$ cat src/rtl/acortex_cfg_seqr_if.sv
// Local-bus port between the codec bring-up sequencer (master) and the
// Audio Cortex local-bus slave (I2C master, SSM2603 driver).
//
// Handshake: the master raises lb_wr_en or lb_rd_en for exactly one cycle,
// with lb_addr/lb_wr_data valid in that cycle. Both stay stable until the
// slave answers with lb_wr_valid (write) or lb_rd_valid plus lb_rd_data
// (read), one or more cycles after the strobe. Only one access is ever
// outstanding; the master issues no new strobe before the answer arrives.
interface acortex_cfg_seqr_if #(
  parameter int LB_DATA_W = 32,
  parameter int LB_ADDR_W = 12
) ();
  logic                 lb_wr_en;
  logic                 lb_rd_en;
  logic [LB_ADDR_W-1:0] lb_addr;
  logic [LB_DATA_W-1:0] lb_wr_data;
  logic                 lb_wr_valid;
  logic                 lb_rd_valid;
  logic [LB_DATA_W-1:0] lb_rd_data;

  modport master (
    output lb_wr_en, lb_rd_en, lb_addr, lb_wr_data,
    input  lb_wr_valid, lb_rd_valid, lb_rd_data
  );

  modport slave (
    input  lb_wr_en, lb_rd_en, lb_addr, lb_wr_data,
    output lb_wr_valid, lb_rd_valid, lb_rd_data
  );
endinterface

$ cat src/rtl/acortex_cfg_seqr.sv
// Codec bring-up sequencer: walks a table of SSM2603 register writes,
// pushing each one through the I2C master over the local bus and polling
// its status, then enables the SSM2603 driver. A single timeout counter
// guards every entry and the final driver-enable write.
module acortex_cfg_seqr #(
  parameter int                LB_DATA_W     = 32,
  parameter int                LB_ADDR_W     = 12,
  parameter int                NUM_REGS      = 10,
  parameter logic [7:0]        I2C_DEV_ADDR  = 8'h34,
  parameter logic [11:0]       I2C_DATA_ADDR = 12'h010,
  parameter logic [11:0]       I2C_CTRL_ADDR = 12'h000,
  parameter logic [11:0]       I2C_STAT_ADDR = 12'h004,
  parameter logic [31:0]       I2C_START_VAL = 32'h0000_0031,
  parameter logic [11:0]       DRVR_EN_ADDR  = 12'h100,
  parameter logic [31:0]       DRVR_EN_VAL   = 32'h0000_0001,
  parameter int                POLL_GAP      = 16,
  parameter int                TIMEOUT_W     = 16,
  localparam int               IDX_W         = (NUM_REGS > 1) ? $clog2(NUM_REGS) : 1
) (
  input  logic                  clk,
  input  logic                  rst_n,
  input  logic                  start,
  input  logic [NUM_REGS*16-1:0] cfg_table,
  output logic                  busy,
  output logic                  done,
  output logic                  err,
  output logic [IDX_W-1:0]      err_idx,
  output logic [3:0]            dbg_state,
  acortex_cfg_seqr_if.master    lb
);

  localparam int GAP_W = $clog2(POLL_GAP) + 1;

  typedef enum logic [3:0] {
    S_IDLE, S_WR_DATA, S_W_DATA, S_WR_CTRL, S_W_CTRL, S_GAP,
    S_RD_STAT, S_W_STAT, S_WR_EN, S_W_EN, S_DONE, S_ERR
  } state_t;

  state_t               state_q, state_d;
  logic [IDX_W-1:0]     idx_q, idx_d;
  logic [TIMEOUT_W-1:0] tmo_q;
  logic [GAP_W-1:0]     gap_q;
  logic [LB_ADDR_W-1:0] addr_q, addr_c;
  logic [LB_DATA_W-1:0] data_q, data_c;
  logic                 wr_c, rd_c;
  logic                 tmo_active, tmo_hit;
  logic [15:0]          entry;

  // The timeout runs only while an entry or the driver-enable is in flight.
  assign tmo_active = (state_q inside {S_WR_DATA, S_W_DATA, S_WR_CTRL, S_W_CTRL,
                                       S_GAP, S_RD_STAT, S_W_STAT, S_WR_EN, S_W_EN});
  assign tmo_hit    = tmo_active && (tmo_q == '1);
  assign entry      = cfg_table[idx_q*16 +: 16];

  // Next-state and bus strobes; addr/data hold their last value unless a strobe issues.
  always_comb begin
    state_d = state_q;
    idx_d   = idx_q;
    wr_c    = 1'b0;
    rd_c    = 1'b0;
    addr_c  = addr_q;
    data_c  = data_q;
    if (tmo_hit) begin
      // Abandon any outstanding access; the gated strobes stay low.
      state_d = S_ERR;
    end else begin
      case (state_q)
        S_IDLE, S_DONE, S_ERR: begin
          if (start) begin
            state_d = S_WR_DATA;
            idx_d   = '0;
          end
        end
        S_WR_DATA: begin
          wr_c    = 1'b1;
          addr_c  = LB_ADDR_W'(I2C_DATA_ADDR);
          data_c  = LB_DATA_W'({8'h00, I2C_DEV_ADDR, entry});
          state_d = S_W_DATA;
        end
        S_W_DATA: if (lb.lb_wr_valid) state_d = S_WR_CTRL;
        S_WR_CTRL: begin
          wr_c    = 1'b1;
          addr_c  = LB_ADDR_W'(I2C_CTRL_ADDR);
          data_c  = LB_DATA_W'(I2C_START_VAL);
          state_d = S_W_CTRL;
        end
        S_W_CTRL: if (lb.lb_wr_valid) state_d = S_GAP;
        S_GAP: if (gap_q == GAP_W'(POLL_GAP - 1)) state_d = S_RD_STAT;
        S_RD_STAT: begin
          rd_c    = 1'b1;
          addr_c  = LB_ADDR_W'(I2C_STAT_ADDR);
          state_d = S_W_STAT;
        end
        S_W_STAT: begin
          if (lb.lb_rd_valid) begin
            // NACK outranks the busy bit.
            if (lb.lb_rd_data[1])                      state_d = S_ERR;
            else if (lb.lb_rd_data[0])                 state_d = S_GAP;
            else if (idx_q == IDX_W'(NUM_REGS - 1))    state_d = S_WR_EN;
            else begin
              idx_d   = idx_q + 1'b1;
              state_d = S_WR_DATA;
            end
          end
        end
        S_WR_EN: begin
          wr_c    = 1'b1;
          addr_c  = LB_ADDR_W'(DRVR_EN_ADDR);
          data_c  = LB_DATA_W'(DRVR_EN_VAL);
          state_d = S_W_EN;
        end
        S_W_EN: if (lb.lb_wr_valid) state_d = S_DONE;
        default: state_d = S_IDLE;
      endcase
    end
  end

  // FSM state and table index.
  always_ff @(posedge clk or negedge rst_n) begin
    if (!rst_n) begin
      state_q <= S_IDLE;
      idx_q   <= '0;
    end else begin
      state_q <= state_d;
      idx_q   <= idx_d;
    end
  end

  // Timeout restarts at each entry and at the driver-enable; gap counter runs only in GAP.
  always_ff @(posedge clk or negedge rst_n) begin
    if (!rst_n) begin
      tmo_q <= '0;
      gap_q <= '0;
    end else begin
      if (state_d == S_WR_DATA || state_d == S_WR_EN) tmo_q <= '0;
      else if (tmo_active)                            tmo_q <= tmo_q + 1'b1;
      if (state_q == S_GAP) gap_q <= gap_q + 1'b1;
      else                  gap_q <= '0;
    end
  end

  // Hold registers keep the bus address/data stable between strobes.
  always_ff @(posedge clk or negedge rst_n) begin
    if (!rst_n) begin
      addr_q <= '0;
      data_q <= '0;
    end else begin
      addr_q <= addr_c;
      data_q <= data_c;
    end
  end

  assign lb.lb_wr_en   = wr_c;
  assign lb.lb_rd_en   = rd_c;
  assign lb.lb_addr    = addr_c;
  assign lb.lb_wr_data = data_c;

  assign busy      = !(state_q inside {S_IDLE, S_DONE, S_ERR});
  assign done      = (state_q == S_DONE);
  assign err       = (state_q == S_ERR);
  assign err_idx   = err ? idx_q : '0;
  assign dbg_state = state_q;

endmodule
$ cat src/flat_wrapper.sv
// flat-port wrapper written by rule: the top's interface ports become plain ports
module acortex_cfg_seqr_flat 
#(
  parameter int                LB_DATA_W     = 32,
  parameter int                LB_ADDR_W     = 12,
  parameter int                NUM_REGS      = 10,
  parameter logic [7:0]        I2C_DEV_ADDR  = 8'h34,
  parameter logic [11:0]       I2C_DATA_ADDR = 12'h010,
  parameter logic [11:0]       I2C_CTRL_ADDR = 12'h000,
  parameter logic [11:0]       I2C_STAT_ADDR = 12'h004,
  parameter logic [31:0]       I2C_START_VAL = 32'h0000_0031,
  parameter logic [11:0]       DRVR_EN_ADDR  = 12'h100,
  parameter logic [31:0]       DRVR_EN_VAL   = 32'h0000_0001,
  parameter int                POLL_GAP      = 16,
  parameter int                TIMEOUT_W     = 16,
  localparam int               IDX_W         = (NUM_REGS > 1) ? $clog2(NUM_REGS) : 1
)
  (clk, rst_n, start, cfg_table, busy, done, err, err_idx, dbg_state, lb_lb_wr_en, lb_lb_rd_en, lb_lb_addr, lb_lb_wr_data, lb_lb_wr_valid, lb_lb_rd_valid, lb_lb_rd_data);
  acortex_cfg_seqr_if #(.LB_DATA_W(LB_DATA_W), .LB_ADDR_W(LB_ADDR_W)) lb_i ();
  input  logic clk;
  input  logic rst_n;
  input  logic start;
  input  logic [NUM_REGS*16-1:0] cfg_table;
  output logic busy;
  output logic done;
  output logic err;
  output logic [IDX_W-1:0] err_idx;
  output logic [3:0] dbg_state;
  output wire logic [$bits(lb_i.lb_wr_en)-1:0] lb_lb_wr_en;
  output wire logic [$bits(lb_i.lb_rd_en)-1:0] lb_lb_rd_en;
  output wire logic [$bits(lb_i.lb_addr)-1:0] lb_lb_addr;
  output wire logic [$bits(lb_i.lb_wr_data)-1:0] lb_lb_wr_data;
  input wire logic [$bits(lb_i.lb_wr_valid)-1:0] lb_lb_wr_valid;
  input wire logic [$bits(lb_i.lb_rd_valid)-1:0] lb_lb_rd_valid;
  input wire logic [$bits(lb_i.lb_rd_data)-1:0] lb_lb_rd_data;
  assign lb_lb_wr_en = lb_i.lb_wr_en;
  assign lb_lb_rd_en = lb_i.lb_rd_en;
  assign lb_lb_addr = lb_i.lb_addr;
  assign lb_lb_wr_data = lb_i.lb_wr_data;
  assign lb_i.lb_wr_valid = lb_lb_wr_valid;
  assign lb_i.lb_rd_valid = lb_lb_rd_valid;
  assign lb_i.lb_rd_data = lb_lb_rd_data;
  acortex_cfg_seqr #(.LB_DATA_W(LB_DATA_W), .LB_ADDR_W(LB_ADDR_W), .NUM_REGS(NUM_REGS), .I2C_DEV_ADDR(I2C_DEV_ADDR), .I2C_DATA_ADDR(I2C_DATA_ADDR), .I2C_CTRL_ADDR(I2C_CTRL_ADDR), .I2C_STAT_ADDR(I2C_STAT_ADDR), .I2C_START_VAL(I2C_START_VAL), .DRVR_EN_ADDR(DRVR_EN_ADDR), .DRVR_EN_VAL(DRVR_EN_VAL), .POLL_GAP(POLL_GAP), .TIMEOUT_W(TIMEOUT_W)) u_core (.clk(clk), .rst_n(rst_n), .start(start), .cfg_table(cfg_table), .busy(busy), .done(done), .err(err), .err_idx(err_idx), .dbg_state(dbg_state), .lb(lb_i));
endmodule
$ cat config.mk
export PLATFORM = sky130hd
export DESIGN_NAME = acortex_cfg_seqr_flat
export DESIGN_NICKNAME = d
export VERILOG_FILES = /design/src/rtl/acortex_cfg_seqr_if.sv /design/src/rtl/acortex_cfg_seqr.sv /design/src/flat_wrapper.sv
export SDC_FILE = /design/constraint.sdc
export NUM_CORES = 1
export LEC_CHECK = 0
export CORE_MARGIN = 10
export CORE_UTILIZATION = 41
export CTS_BUF_LIST = sky130_fd_sc_hd__clkbuf_4 sky130_fd_sc_hd__clkbuf_8
export DETAILED_ROUTE_END_ITERATION = 6
export PLACE_DENSITY = 0.83
export SLEW_MARGIN = 30
export SYNTH_ARGS = -nofsm -noshare
export SYNTH_HDL_FRONTEND = slang
export SYNTH_SLANG_ARGS = --single-unit
$ cat constraint.sdc
create_clock -name clk -period 3.6 [get_ports clk]
set_input_delay 0.36 -clock clk [delete_from_list [all_inputs] [get_ports clk]]
set_output_delay 0.36 -clock clk [all_outputs]
set_load 0.01 [all_outputs]
**Word-level counts from Yosys, hierarchy flattened**

Index checks and enable logic that the tools add are counted.

- Register bits after elaboration: 73
- Bits in latches: 0
- Bits in writable memories: 0
- ROM bits: 0
- Bits of input ports: 197
- Output and inout port bits: 57
- Logic and storage cells: 72
- Memories: 0

- $add $sub $neg: 3
- Multiply operators: 0
- Divide/modulo/power cells: 0
- $lt $le $gt $ge: 0
- Equality and inequality tests: 21
- Shifts and indexed selects: 1
- Multiplexer cells: 29
- Bitwise gates (word level): 1
- Reduce and logical (&&, ||, !) cells: 11

Operators by type and width:

| operator | number |
|---|---|
| 160-bit by 9-bit variable part select with 16-bit output | 1 |
| 32-bit one-hot mux with 3 select lines | 1 |
| 4-bit 2-to-1 mux | 16 |
| 12-bit one-hot mux with 4 select lines | 1 |
| 4-bit one-hot mux with 10 select lines | 1 |
| 16-bit 2-to-1 mux | 2 |
| 32-bit 2-to-1 mux | 1 |
| 4-bit == test, second input constant | 6 |
| 16-bit by 1-bit adder with 16-bit output, second input constant | 1 |
| 16-bit == test, second input constant | 1 |
| 4-bit by 3-bit == test with 1-bit output, second input constant | 4 |
| 12-bit 2-to-1 mux | 1 |
| 2-bit inequality test, second input constant | 5 |
| 9-bit nonzero test | 1 |
| 4-bit by 1-bit == test with 1-bit output, second input constant | 2 |
| 4-bit by 2-bit == test with 1-bit output, second input constant | 2 |
| 4-bit one-hot mux with 2 select lines | 1 |
| 7-bit AND reduction | 1 |
| 3-bit OR reduction | 2 |
| 5-bit by 1-bit adder with 5-bit output, second input constant | 1 |
| 5-bit by 4-bit == test with 1-bit output, second input constant | 1 |
| 5-bit 2-to-1 mux | 1 |
| 4-bit by 1-bit adder with 4-bit output, second input constant | 1 |
| 4-bit zero test | 1 |
| other kinds (7) | 11 |

**Depth between registers and ports, before layout**

- Depth after elaboration: 10
- Gate-level depth with buffers: 10
- Mapped depth without buffers: 8

**Worst setup path before layout**

No wires, ideal clock.

- Path type: register to register
- From: register u_core.idx_q[1]
- To: register u_core.idx_q[0]
- Library setup time: 0.128 ns
- Data arrival time: 2.397 ns
- Data required time: 3.472 ns
- Setup slack: 1.076 ns
- Cell stages (with the launch flop): 10
- Buffers on the path: 2
- Clock period less this slack: 2.524 ns
- Cell sequence: dfrtp_1 -> clkbuf_1 -> clkbuf_1 -> inv_1 -> ha_1 -> nor4bb_1 -> o211ai_1 -> nand2_1 -> nor4_2 -> mux2_1

- Cells in the longest elaborated chain, start to end: 3

Ends and longest elaborated chain:

| what | line | RTL |
|---|---|---|
| start, declared | acortex_cfg_seqr.sv:40 | `logic [IDX_W-1:0] idx_q, idx_d;` |
| start signal, assigned | acortex_cfg_seqr.sv:125 | `idx_q <= idx_d;` |
| 4-bit == test | acortex_cfg_seqr.sv:99 | `else if (idx_q == IDX_W'(NUM_REGS - 1)) state_d = S_WR_EN;` |
| 2-bit inequality test (no source line) | -- |  |
| 7-bit AND reduction (no source line) | -- |  |

Every way passes these cells.
A chain may end at the register's enable or synchronous reset.

**Worst setup path after layout**

- From: register u_core.state_q[1], in the netlist u_core.dbg_state[1]
- To: output lb_lb_wr_data[2]

- Cells in the longest elaborated chain, start to end: 4
- Elaborated cells on any way between the ends: 13
- Those cells by class: eq/ne: 9; mux: 2; reduce/logical: 2

Ends and longest elaborated chain:

| what | line | RTL |
|---|---|---|
| start, declared | acortex_cfg_seqr.sv:39 | `state_t state_q, state_d;` |
| start signal, assigned | acortex_cfg_seqr.sv:124 | `state_q <= state_d;` |
| 4-bit by 1-bit == test with 1-bit output (tied with other cells) | acortex_cfg_seqr.sv:50, acortex_cfg_seqr.sv:67 |  |
| 9-bit nonzero test | acortex_cfg_seqr.sv:50 | `assign tmo_active = (state_q inside {S_WR_DATA, S_W_DATA, S_WR_CTRL, S_W_CTRL,` |
| 1-bit logical AND | acortex_cfg_seqr.sv:52 | `assign tmo_hit = tmo_active && (tmo_q == '1);` |
| 32-bit 2-to-1 mux (*) | acortex_cfg_seqr.sv:63 | `if (tmo_hit) begin` |
| end, declared | flat_wrapper.sv:32 | `output wire logic [$bits(lb_i.lb_wr_data)-1:0] lb_lb_wr_data;` |

Every way passes the cells marked *; elsewhere a longest branch is shown, timed or not.

==> impl_metrics.csv <==
group,metric,value,unit
outcome,status,"finished, final reports clean",
cts,htree_levels,3,
final_layout,final_util,64.7,%
power_and_ir_drop,p_leak,0.00296,uW
logic_synthesis,ys_warn_count,0,
critical_path,cp-end-kind,"primary output",
sta,finalSetupTns,0,ns
sta,post-route-min-period,3.47,ns
critical_path,cp.depth,7,
power_and_ir_drop,p_per_area,595,nW/um^2
floorplan,fp.dieArea,16300,um^2
critical_path,critPathSlowestCell,"clkdlybuf4s50_1",
cts,path_clk_slew,0.08,ns
route,wl_per_cell,22.2,um
sta,setup_ws,0.126,ns
logic_synthesis,synth.ff_latch_count,73,
route,ant_nets,0,
critical_path,reg2reg_depth,8,
logic_synthesis,async_flop_share,100,%
global_route,antenna_found_initial,2,
cts,cts_buffers,9,
critical_path,timing.rr.end,"u_core.tmo_q[4]",
job,drv_cap,0,
critical_path,cp_data_arrival_time,3.11,ns
critical_path,startpoint,"u_core.dbg_state[1]",
sta,slew_headroom,40.7,%
sta,fin_crit_sh,96.5,%
sta,finalMaxSlewViolations,0,
logic_synthesis,syn_inst,420,
placed_design,pre_cts_ws,0.427,ns
critical_path,r2r_slack,0.73,ns
global_route,gr-usage-all-layers,20.9,%
sta,setup_viol,0,
sta,rsz0062_at_grt,"false",
route,drc,0,
final_layout,fillers,900,
logic_synthesis,yosysSeqAreaShare,38.3,%
cts,clkLatencyLatePin,0.35,ns
route,dr.pass1.iters,4,
sta,hold_viol,0,
sta,fmax,288,MHz
floorplan,row_count,39,
placed_design,dp.final_hpwl,14.2,mm
route,vias,4334,
cts,cts_hold_buf,0,
global_route,grt_pass1_wl,26.7,mm
logic_synthesis,synth_cell_types,60,
global_route,grt_max_degree,74,
placed_design,port_buffers,223,
global_route,grt_pass1_vias,4785,
final_layout,area_delta_synth_final,55.1,%
logic_synthesis,synthFlopType,"dfrtp_1",
placed_design,routabilityCongestion,0.882,
route,totalWireLength,17.4,mm
final_layout,drive_gt1_share,18.8,%
floorplan,initial_utilization,41.7,%
logic_synthesis,netlist.area_leader.share,38.3,%
critical_path,required,3.24,ns
critical_path,path_buf_inv,2,
floorplan,pin_count,254,
final_layout,final_nets,839,
logic_synthesis,synth_fp_nets,622,
floorplan,core,11400,um^2
cts,clockBufferDepth,2,
cts,root_buffer,"clkbuf_8",
global_route,overflow,0,
critical_path,cp_top_family,"simple AND/OR/NAND/NOR gates",
sta,tightest_slew,0.883,ns
critical_path,slowest_delay,0.62,ns
logic_synthesis,synth-edff-count,0,
critical_path,crit-reg2reg-launch,"u_core.idx_q[0]",
cts,cts_num_sinks,73,
worst_hold_path,hold_class,"input pin to asynchronous set/reset pin",
logic_synthesis,netlist_area,4760,um^2
cts,tritoncts,"yes",
critical_path,critPathLaunchType,"flop",
cts,cts_resized,0,
cts,cts_setup_buffers,0,
logic_synthesis,synthTopCellsByArea,"dfrtp_1 (38%), mux4_2 (15%), mux2_2 (3.1%)",
floorplan,die_w,128,um
floorplan,fp.dieH,128,um
route,vias_per_cell,5.51,
critical_path,worstSetupPathType,"flop to primary output",
logic_synthesis,synth_top_area_cell,"dfrtp_1",
power_and_ir_drop,irDropWorstVdd,361,uV
critical_path,crit_end,"lb_lb_wr_data[2]",
logic_synthesis,avgSynthCellArea,11.3,um^2
critical_path,path_cells,"nor4_4 -> nor3_2 -> and3_1 -> nor4b_4 -> buf_6 -> a22o_1 -> clkdlybuf4s50_1",
sta,skew,0.0165,ns
critical_path,critPathMaxFanout,11,
route,dr.first_iter.drc_count,249,
## registers in the layout (all words and copies together), names as in the netlist
register / flops
u_core.gap_q: 5
u_core.addr_q: 12
u_core.dbg_state: 4
u_core.idx_q: 4
u_core.tmo_q: 16
u_core.data_q: 32
## kinds of logic (layout without fill, tap and decap cells)
kind of cell	Yosys count	after routing	share of synthesized area, %
compound gates	93	93	15.2
simple gates	130	130	16.0
fa+ha+maj	5	5	1.31
buf+inv	43	265	4.73
other cells	0	1	0
mux	57	57	20.8
xor+xnor	19	19	3.65
flops	73	73	38.3
## cells in the mapped netlist (10+ instances only)
cell type	instances
nand2_1	12
xor2_1	13
a21oi_1	14
a31o_2	14
mux4_2	32
and2_1	15
clkbuf_1	16
mux2i_1	10
nor2b_1	13
a22o_1	13
a22oi_1	14
dfrtp_1	73
mux2_2	13
nor2_1	30
## per-stage QoR
stage	area [um^2]	instances	total power (uW)	hold slack, ns
detailed placement	7150	769	3680	0.460
CTS	7360	785	4390	0.171
floorplan	4760	420	2730	0.0644
finish	7390	786	4400	0.0168
global route	7390	786	4670	0.0677
global placement	7140	768	3600	0.446
## where the power goes
group	leakage (uW)	switching, uW	internal, uW
combinational	0.00189	1240	1310
clock	0.000108	354	342
sequential	0.000968	154	993
total	0.00296	1750	2650
## cell usage in the layout (no fill, tap or decap), types with 3 or more instances in the layout
| cell type | count |
|---|---|
| clkdlybuf4s50_1 | 222 |
| dfrtp_1 | 72 |
| mux4_2 | 32 |
| nor2_1 | 30 |
| buf_4 | 16 |
| and2_1 | 15 |
| a21oi_1 | 14 |
| a31o_2 | 14 |
| a22oi_1 | 14 |
| mux2_2 | 13 |
| a22o_1 | 13 |
| xor2_1 | 13 |
| nand2_1 | 12 |
| nor2b_1 | 12 |
| nand2b_1 | 9 |
| mux2i_1 | 9 |
| nand3_1 | 9 |
| a21oi_2 | 9 |
| clkbuf_8 | 9 |
| and3_1 | 7 |
| inv_1 | 7 |
| nor3_1 | 7 |
| a21o_1 | 6 |
| xnor2_1 | 5 |
| ha_1 | 5 |
| nor3b_1 | 4 |
| nand4_1 | 4 |
| inv_8 | 4 |
| o21ai_0 | 3 |
| or2_2 | 3 |
| o22ai_1 | 3 |
| nor4_1 | 3 |
## layer usage
| metal | track usage (%) | wire [um] | vias up |
|---|---|---|---|
| li1 | - | - | 2010 |
| met2 | 36.4 | 8960 | 189 |
| met1 | 21.4 | 6200 | 2109 |
| met5 | 0 | 13 | - |
| met4 | 6.95 | 421 | 2 |
| met3 | 10.3 | 1840 | 24 |
## how the worst min path moves through the flow
stage | slack (ns) | end | cells after the start
after global placement | 0.45 | u_core.gap_q[0] | 1
after floorplan | 0.06 | u_core.addr_q[0] | 0
final | 0.02 | u_core.idx_q[1] | 1
after detailed placement | 0.46 | u_core.gap_q[0] | 1
after CTS | 0.17 | u_core.tmo_q[7] | 1
after global routing | 0.07 | u_core.data_q[1] | 1
## area by class of cell
type / instances / area (um^2) / share of cell area [%]
multi-input cells: 304 / 2730 / 37.0
flip-flops and latches: 73 / 1830 / 24.8
inverters: 7 / 26.3 / 0.356
well taps: 143 / 179 / 2.42
repair buffers: 242 / 2400 / 32.5
diodes: 1 / 2.50 / 0.0339
clock buffers: 9 / 124 / 1.68
clock inverters: 7 / 91.3 / 1.24
Note: power is estimated with default switching activity, not from simulation.
